File: src/rtl/coin_validator_if.sv
// Coin-path signal bundle between the coin validator and its environment.
// The slave modport is the validator's view; master drives the sensor and casher side.
interface coin_validator_if;
    logic       coin_sensor;
    logic       accept_en;
    logic       coin_reject;
    logic       coin_insert;
    logic [2:0] inserted_coin;
    logic       return_gate;
    logic       coin_jam;

    modport master (
        output coin_sensor,
        output accept_en,
        output coin_reject,
        input  coin_insert,
        input  inserted_coin,
        input  return_gate,
        input  coin_jam
    );

    modport slave (
        input  coin_sensor,
        input  accept_en,
        input  coin_reject,
        output coin_insert,
        output inserted_coin,
        output return_gate,
        output coin_jam
    );
endinterface

File: src/rtl/coin_validator.sv
// Coin validator: synchronizes and debounces the chute sensor, measures the blocked
// pulse width, classifies the coin and either hands it to the casher or returns it.
module coin_validator #(
    parameter int SYNC_STAGES = 2,
    parameter int DEB_CYC     = 4,
    parameter int CNT_W       = 8,
    parameter int DIME_MIN    = 8,
    parameter int DIME_MAX    = 14,
    parameter int NICKEL_MIN  = 16,
    parameter int NICKEL_MAX  = 24,
    parameter int QUARTER_MIN = 28,
    parameter int QUARTER_MAX = 40,
    parameter int GATE_CYC    = 16
) (
    input  logic             clk,
    input  logic             rst_n,
    coin_validator_if.slave  bus
);

    localparam int DEB_W  = $clog2(DEB_CYC + 1);
    localparam int GATE_W = $clog2(GATE_CYC + 1);
    localparam logic [CNT_W-1:0] CNT_MAX = {CNT_W{1'b1}};

    localparam logic [2:0] CODE_NONE    = 3'b000;
    localparam logic [2:0] CODE_NICKEL  = 3'b001;
    localparam logic [2:0] CODE_DIME    = 3'b010;
    localparam logic [2:0] CODE_QUARTER = 3'b011;

    typedef enum logic [2:0] {
        IDLE     = 3'd0,
        MEASURE  = 3'd1,
        CLASSIFY = 3'd2,
        EMIT     = 3'd3,
        RETURN   = 3'd4
    } state_t;

    // Map a measured width onto a coin code; a saturated width is never a coin.
    function automatic logic [2:0] classify_width(input logic [CNT_W-1:0] w);
        logic [2:0] code;
        if (w == CNT_MAX) begin
            code = CODE_NONE;
        end else if (w >= CNT_W'(DIME_MIN) && w <= CNT_W'(DIME_MAX)) begin
            code = CODE_DIME;
        end else if (w >= CNT_W'(NICKEL_MIN) && w <= CNT_W'(NICKEL_MAX)) begin
            code = CODE_NICKEL;
        end else if (w >= CNT_W'(QUARTER_MIN) && w <= CNT_W'(QUARTER_MAX)) begin
            code = CODE_QUARTER;
        end else begin
            code = CODE_NONE;
        end
        return code;
    endfunction

    logic [SYNC_STAGES-1:0] sync_r;
    logic [DEB_W-1:0]       deb_cnt_r;
    logic                   deb_r;
    logic                   deb_prev_r;
    logic                   deb_rise_s;

    state_t                 state_r;
    logic [CNT_W-1:0]       cnt_r;
    logic [CNT_W-1:0]       cnt_inc_s;
    logic [2:0]             code_s;
    logic [GATE_W-1:0]      gate_cnt_r;
    logic                   coin_insert_r;
    logic [2:0]             inserted_coin_r;
    logic                   return_gate_r;
    logic                   coin_jam_r;

    // Metastability synchronizer for the asynchronous sensor.
    always_ff @(posedge clk or negedge rst_n) begin
        if (!rst_n) begin
            sync_r <= '0;
        end else begin
            sync_r <= {sync_r[SYNC_STAGES-2:0], bus.coin_sensor};
        end
    end

    // Debouncer: flip the level only after DEB_CYC consecutive disagreeing samples.
    always_ff @(posedge clk or negedge rst_n) begin
        if (!rst_n) begin
            deb_r      <= 1'b0;
            deb_cnt_r  <= '0;
            deb_prev_r <= 1'b0;
        end else begin
            deb_prev_r <= deb_r;
            if (sync_r[SYNC_STAGES-1] == deb_r) begin
                deb_cnt_r <= '0;
            end else if (deb_cnt_r == DEB_W'(DEB_CYC - 1)) begin
                deb_r     <= ~deb_r;
                deb_cnt_r <= '0;
            end else begin
                deb_cnt_r <= deb_cnt_r + {{(DEB_W-1){1'b0}}, 1'b1};
            end
        end
    end

    assign deb_rise_s = deb_r & ~deb_prev_r;

    // Saturating width increment and window classification of the current width.
    always_comb begin
        cnt_inc_s = cnt_r;
        code_s    = classify_width(cnt_r);
        if (cnt_r == CNT_MAX) begin
            cnt_inc_s = cnt_r;
        end else begin
            cnt_inc_s = cnt_r + {{(CNT_W-1){1'b0}}, 1'b1};
        end
    end

    // Main coin FSM with registered outputs.
    always_ff @(posedge clk or negedge rst_n) begin
        if (!rst_n) begin
            state_r         <= IDLE;
            cnt_r           <= '0;
            gate_cnt_r      <= '0;
            coin_insert_r   <= 1'b0;
            inserted_coin_r <= CODE_NONE;
            return_gate_r   <= 1'b0;
            coin_jam_r      <= 1'b0;
        end else begin
            case (state_r)
                IDLE: begin
                    coin_insert_r <= 1'b0;
                    // A coin arriving together with a reject request takes priority.
                    if (deb_rise_s) begin
                        state_r <= MEASURE;
                        cnt_r   <= {{(CNT_W-1){1'b0}}, 1'b1};
                    end else if (bus.coin_reject) begin
                        state_r       <= RETURN;
                        gate_cnt_r    <= '0;
                        return_gate_r <= 1'b1;
                    end else begin
                        state_r <= IDLE;
                    end
                end
                MEASURE: begin
                    if (deb_r) begin
                        cnt_r      <= cnt_inc_s;
                        coin_jam_r <= (cnt_inc_s == CNT_MAX);
                    end else begin
                        state_r    <= CLASSIFY;
                        coin_jam_r <= 1'b0;
                    end
                end
                CLASSIFY: begin
                    if ((code_s != CODE_NONE) && bus.accept_en) begin
                        state_r         <= EMIT;
                        inserted_coin_r <= code_s;
                        coin_insert_r   <= 1'b1;
                    end else begin
                        state_r       <= RETURN;
                        gate_cnt_r    <= '0;
                        return_gate_r <= 1'b1;
                    end
                end
                EMIT: begin
                    state_r       <= IDLE;
                    coin_insert_r <= 1'b0;
                    cnt_r         <= '0;
                end
                RETURN: begin
                    if (gate_cnt_r == GATE_W'(GATE_CYC - 1)) begin
                        state_r       <= IDLE;
                        return_gate_r <= 1'b0;
                        gate_cnt_r    <= '0;
                        cnt_r         <= '0;
                    end else begin
                        gate_cnt_r <= gate_cnt_r + {{(GATE_W-1){1'b0}}, 1'b1};
                    end
                end
                default: begin
                    state_r       <= IDLE;
                    cnt_r         <= '0;
                    gate_cnt_r    <= '0;
                    coin_insert_r <= 1'b0;
                    return_gate_r <= 1'b0;
                    coin_jam_r    <= 1'b0;
                end
            endcase
        end
    end

    assign bus.coin_insert   = coin_insert_r;
    assign bus.inserted_coin = inserted_coin_r;
    assign bus.return_gate   = return_gate_r;
    assign bus.coin_jam      = coin_jam_r;

endmodule

File: src/flat_wrapper.sv
// flat-port wrapper written by rule: the top's interface ports become plain ports
module coin_validator_flat 
#(
    parameter int SYNC_STAGES = 2,
    parameter int DEB_CYC     = 4,
    parameter int CNT_W       = 8,
    parameter int DIME_MIN    = 8,
    parameter int DIME_MAX    = 14,
    parameter int NICKEL_MIN  = 16,
    parameter int NICKEL_MAX  = 24,
    parameter int QUARTER_MIN = 28,
    parameter int QUARTER_MAX = 40,
    parameter int GATE_CYC    = 16
)
  (clk, rst_n, bus_coin_sensor, bus_accept_en, bus_coin_reject, bus_coin_insert, bus_inserted_coin, bus_return_gate, bus_coin_jam);
  coin_validator_if bus_i ();
  input  logic clk;
  input  logic rst_n;
  input wire logic [$bits(bus_i.coin_sensor)-1:0] bus_coin_sensor;
  input wire logic [$bits(bus_i.accept_en)-1:0] bus_accept_en;
  input wire logic [$bits(bus_i.coin_reject)-1:0] bus_coin_reject;
  output wire logic [$bits(bus_i.coin_insert)-1:0] bus_coin_insert;
  output wire logic [$bits(bus_i.inserted_coin)-1:0] bus_inserted_coin;
  output wire logic [$bits(bus_i.return_gate)-1:0] bus_return_gate;
  output wire logic [$bits(bus_i.coin_jam)-1:0] bus_coin_jam;
  assign bus_i.coin_sensor = bus_coin_sensor;
  assign bus_i.accept_en = bus_accept_en;
  assign bus_i.coin_reject = bus_coin_reject;
  assign bus_coin_insert = bus_i.coin_insert;
  assign bus_inserted_coin = bus_i.inserted_coin;
  assign bus_return_gate = bus_i.return_gate;
  assign bus_coin_jam = bus_i.coin_jam;
  coin_validator #(.SYNC_STAGES(SYNC_STAGES), .DEB_CYC(DEB_CYC), .CNT_W(CNT_W), .DIME_MIN(DIME_MIN), .DIME_MAX(DIME_MAX), .NICKEL_MIN(NICKEL_MIN), .NICKEL_MAX(NICKEL_MAX), .QUARTER_MIN(QUARTER_MIN), .QUARTER_MAX(QUARTER_MAX), .GATE_CYC(GATE_CYC)) u_core (.clk(clk), .rst_n(rst_n), .bus(bus_i));
endmodule
File: config.mk
export PLATFORM = sky130hd
export DESIGN_NAME = coin_validator_flat
export DESIGN_NICKNAME = d
export VERILOG_FILES = /design/src/rtl/coin_validator_if.sv /design/src/rtl/coin_validator.sv /design/src/flat_wrapper.sv
export SDC_FILE = /design/constraint.sdc
export NUM_CORES = 1
export LEC_CHECK = 0
export ABC_CLOCK_PERIOD_IN_PS = 5300
export BUFFER_PORTS_ARGS = -buffer_cell sky130_fd_sc_hd__buf_2
export CAP_MARGIN = 15
export CORE_ASPECT_RATIO = 0.8
export CORE_UTILIZATION = 53
export CTS_CLUSTER_SIZE = 12
export DETAILED_ROUTE_END_ITERATION = 6
export PLACE_DENSITY = 0.79
export RECOVER_POWER = 50
export SLEW_MARGIN = 5
export SYNTH_ARGS = -nofsm -noshare
export SYNTH_HDL_FRONTEND = slang
export SYNTH_SLANG_ARGS = --single-unit
File: constraint.sdc
create_clock -name clk -period 5.3 [get_ports clk]
set_clock_uncertainty 0.1 [all_clocks]
set_input_delay 0.53 -clock clk [delete_from_list [all_inputs] [get_ports clk]]
set_output_delay 0.53 -clock clk [all_outputs]
set_load 0.005 [all_outputs]
==> metrics.yaml <==
place:
  dpl.hpwl_um: 2280
  place_inst: 199
  io_buffers: 9
  place_congestion: 0.978
clock_network:
  root_buffer: "clkbuf_8"
  htree_levels: 1
  clockBufferDepth: 2
  clk_pin_slew_ns: 0.10
  cts_inserted_buffers: 3
  cts.sinks: 28
  cts-resized-gates: 0
  hold_buffers: 0
  cts_tree: "yes"
  cts_setup_buffers: 0
  clk_latency_ns: 0.28
power_and_ir_drop:
  powerDensity_mw_per_mm2: 440
  peakVddDrop_uv: 319
  pwr-share-clk_pct: 22.8
  netSwitchingFraction_pct: 37.5
  power_switching_mw: 0.280
  p_seq_share_pct: 42.8
  intPower_mw: 0.466
  comb_power_share_pct: 34.3
  power.static_leakage_nw: 0.726
yosys:
  synth_nets: 169
  ys_seq_area_share_pct: 44.0
  syn_area_mm2: 0.00159
  synthTopCellsByArea: "dfrtp_1 44%, a21oi_1 4.4%, ha_1 3.1%"
  yosys.area_share.simple_pct: 20.3
  synth_compound_area_share_pct: 23.4
  postSynthAreaPerCell_um2: 9.96
  synth_top_area_share_pct: 44.0
  synthDistinctLibCells: 55
  synthAdderAreaFrac_pct: 3.14
  synth.area.mux_share_pct: 0.706
  synthArstFlopShare_pct: 100
  yosysMostFrequentCell: "dfrtp_1"
  synthCells: 160
  synth_top_family_by_area: "compound AO/OA/AOI/OAI gates"
  synth_edf_count: 0
  ys_ff_latch: 28
  yosys_warnings: 0
  synth_xor_area_share_pct: 2.20
  synth_commonest_cells: "28 x dfrtp_1, 14 x a21oi_1, 10 x nor2_1"
  ys.flop_type: "dfrtp_1"
  post-synth-top-area-cell: "dfrtp_1"
detailed_routing:
  detail-route-antenna-nets: 0
  drt-initial-drc-count: 44
  drt_wl_total_um: 3240
  drc_errors: 0
  wl_per_cell_um: 16.0
  vias_per_cell: 6.07
  dr.pass1.iters: 4
  num_vias: 1233
setup_path:
  setup.worst_path.start_class: "flop"
  slowest_stage: "dfrtp_1"
  required_ns: 5.36
  path_cells: "inv_1 -> ha_1 -> and2b_1 -> o221ai_2 -> a21o_4 -> inv_2 -> or3_1"
  path_class: "flop to flop"
  slowest_delay_ns: 0.51
  reg2reg_slack_ns: 3.26
  worstSetupStartpoint: "u_core.cnt_r[0]"
  path_max_fanout: 11
  path_buf_inv: 2
  endpoint_kind: "flop"
  worstPathArrival_ns: 2.10
  rr_startpoint: "u_core.cnt_r[0]"
  crit_family: "simple AND/OR/NAND/NOR gates"
timing:
  setup_viol: 0
  timing.final.crit_share_pct: 38.5
  fmax_mhz: 490
  worst_pin_slew_ns: 1.52
  slew_violations: 29
  whs_ns: 0.247
  rsz0062_at_grt: "false"
  fin_tns_setup_ns: 0
  fin_crit_ns: 2.04
  hold_violations: 0
  relSlewSlack_pct: -1.13
worst_hold_path:
  hp-start: "bus_coin_sensor"
  min_path_type: "primary input to flop"
floorplanning:
  start_util_pct: 56.8
  die_area_mm2: 0.00323
  io_pins: 11
  row_count: 17
  dieWidth_um: 63.3
  core_area_mm2: 0.00281
  chipHeight_um: 51.1
global_route:
  grt.overflow.total: 0
  grt-busiest-layer: "met2"
  grt_pass1_wl_um: 5500
  antenna_found_initial: 0
  grt_util_met2_pct: 34.2
  grt_pass1_vias: 1164
  grt_usage_pct: 22.6
  grt_max_degree: 29
  grt_use_met3_pct: 5.80
  use_met1_pct: 32.5
outcome:
  violations: "capacitance limit, slew limit"
  status: "finished with violations"
finish:
  diodes: 0
  drive_above_1_share_pct: 18.2
  area_growth_pct: 6.28
  nets: 175
  utilization_pct: 60.3
  stdcell_count: 203
flow_run:
  drv_cap: 1
## worst register-to-register path, cell delays in order, from the launching register on
cell and delay, ns:
dfrtp_1 0.51, inv_1 0.13, ha_1 0.21, and2b_1 0.19
o221ai_2 0.20, a21o_4 0.19, inv_2 0.04, or3_1 0.35
## metrics by stage
step,setup slack [ns],instance area (um^2),power [mW]
global route,3.11,1690,0.795
detailed placement,3.29,1620,0.575
CTS,3.27,1700,0.747
finish,3.26,1690,0.745
global placement,3.31,1620,0.559
floorplan,3.47,1590,0.520
## registers in the layout (all words and copies together), names as in the netlist
| signal | count |
|---|---|
| u_core.deb_r | 1 |
| u_core.sync_r | 2 |
| u_core.bus.return_gate | 1 |
| u_core.bus.coin_insert | 1 |
| u_core.cnt_r | 8 |
| u_core.bus.coin_jam | 1 |
| u_core.bus.inserted_coin | 2 |
| u_core.gate_cnt_r | 5 |
| u_core.deb_prev_r | 1 |
| u_core.deb_cnt_r | 3 |
| u_core.state_r | 3 |
## power by group through the flow
stage	logic, mW	registers [mW]	clock network (mW)
2_1_floorplan	0.222	0.298	0
3_3_place_gp	0.240	0.319	0
3_5_place_dp	0.252	0.323	0
4_1_cts	0.256	0.319	0.172
5_1_grt	0.285	0.330	0.181
6_report	0.256	0.319	0.170
## cell type report
type                       count  area, um^2
multi-input combinational    115         797
fill                         239        1110
inverter                       9        33.8
clock buffer                   3        41.3
tap                           38        47.5
timing repair buffer           9        43.8
clock inverter                 1        30.0
sequential                    28         701
## kinds of logic (layout without fill, tap and decap cells)
kind of cell	after synthesis	in the layout
muxes	1	1
DFF	28	28
other	1	1
adders and majority gates	4	4
xor gates and xnor gates	4	4
and+or+nand+nor	53	53
AOI/OAI and AO/OA	52	52
buffers and inverters	17	22
## routing by layer
metal  wire [um]  vias to the layer above
li1            -                      595
met1        1490                      582
met2        1430                       52
met3         289                        4
met4          33                        0
met5           0                        -
## worst paths after layout
check / to / depth (start not counted)
max in group asynchronous: u_core.state_r[0] / 1
worst min-delay path: u_core.sync_r[0] / 1
worst min register to register: u_core.sync_r[1] / 0
min in group asynchronous: u_core.cnt_r[4] / 1
worst max-delay path: u_core.state_r[0] / 7
worst max register to register: u_core.state_r[0] / 7
## cells in the final DEF (no fill, tap or decap), drive strengths merged, types with 3 or more instances in the layout
cell	synthesis	layout
nand3	4	4
a21oi	15	15
inv	9	9
clkbuf	0	4
nor3b	3	3
nor3	4	4
nand2b	7	7
ha	4	4
o21ai	8	8
nor2	11	11
dfrtp	28	28
nand2	9	9
a31oi	4	4
buf	8	8
nand4	3	3
a211oi	4	4
Note: power is estimated with default switching activity, not from simulation.
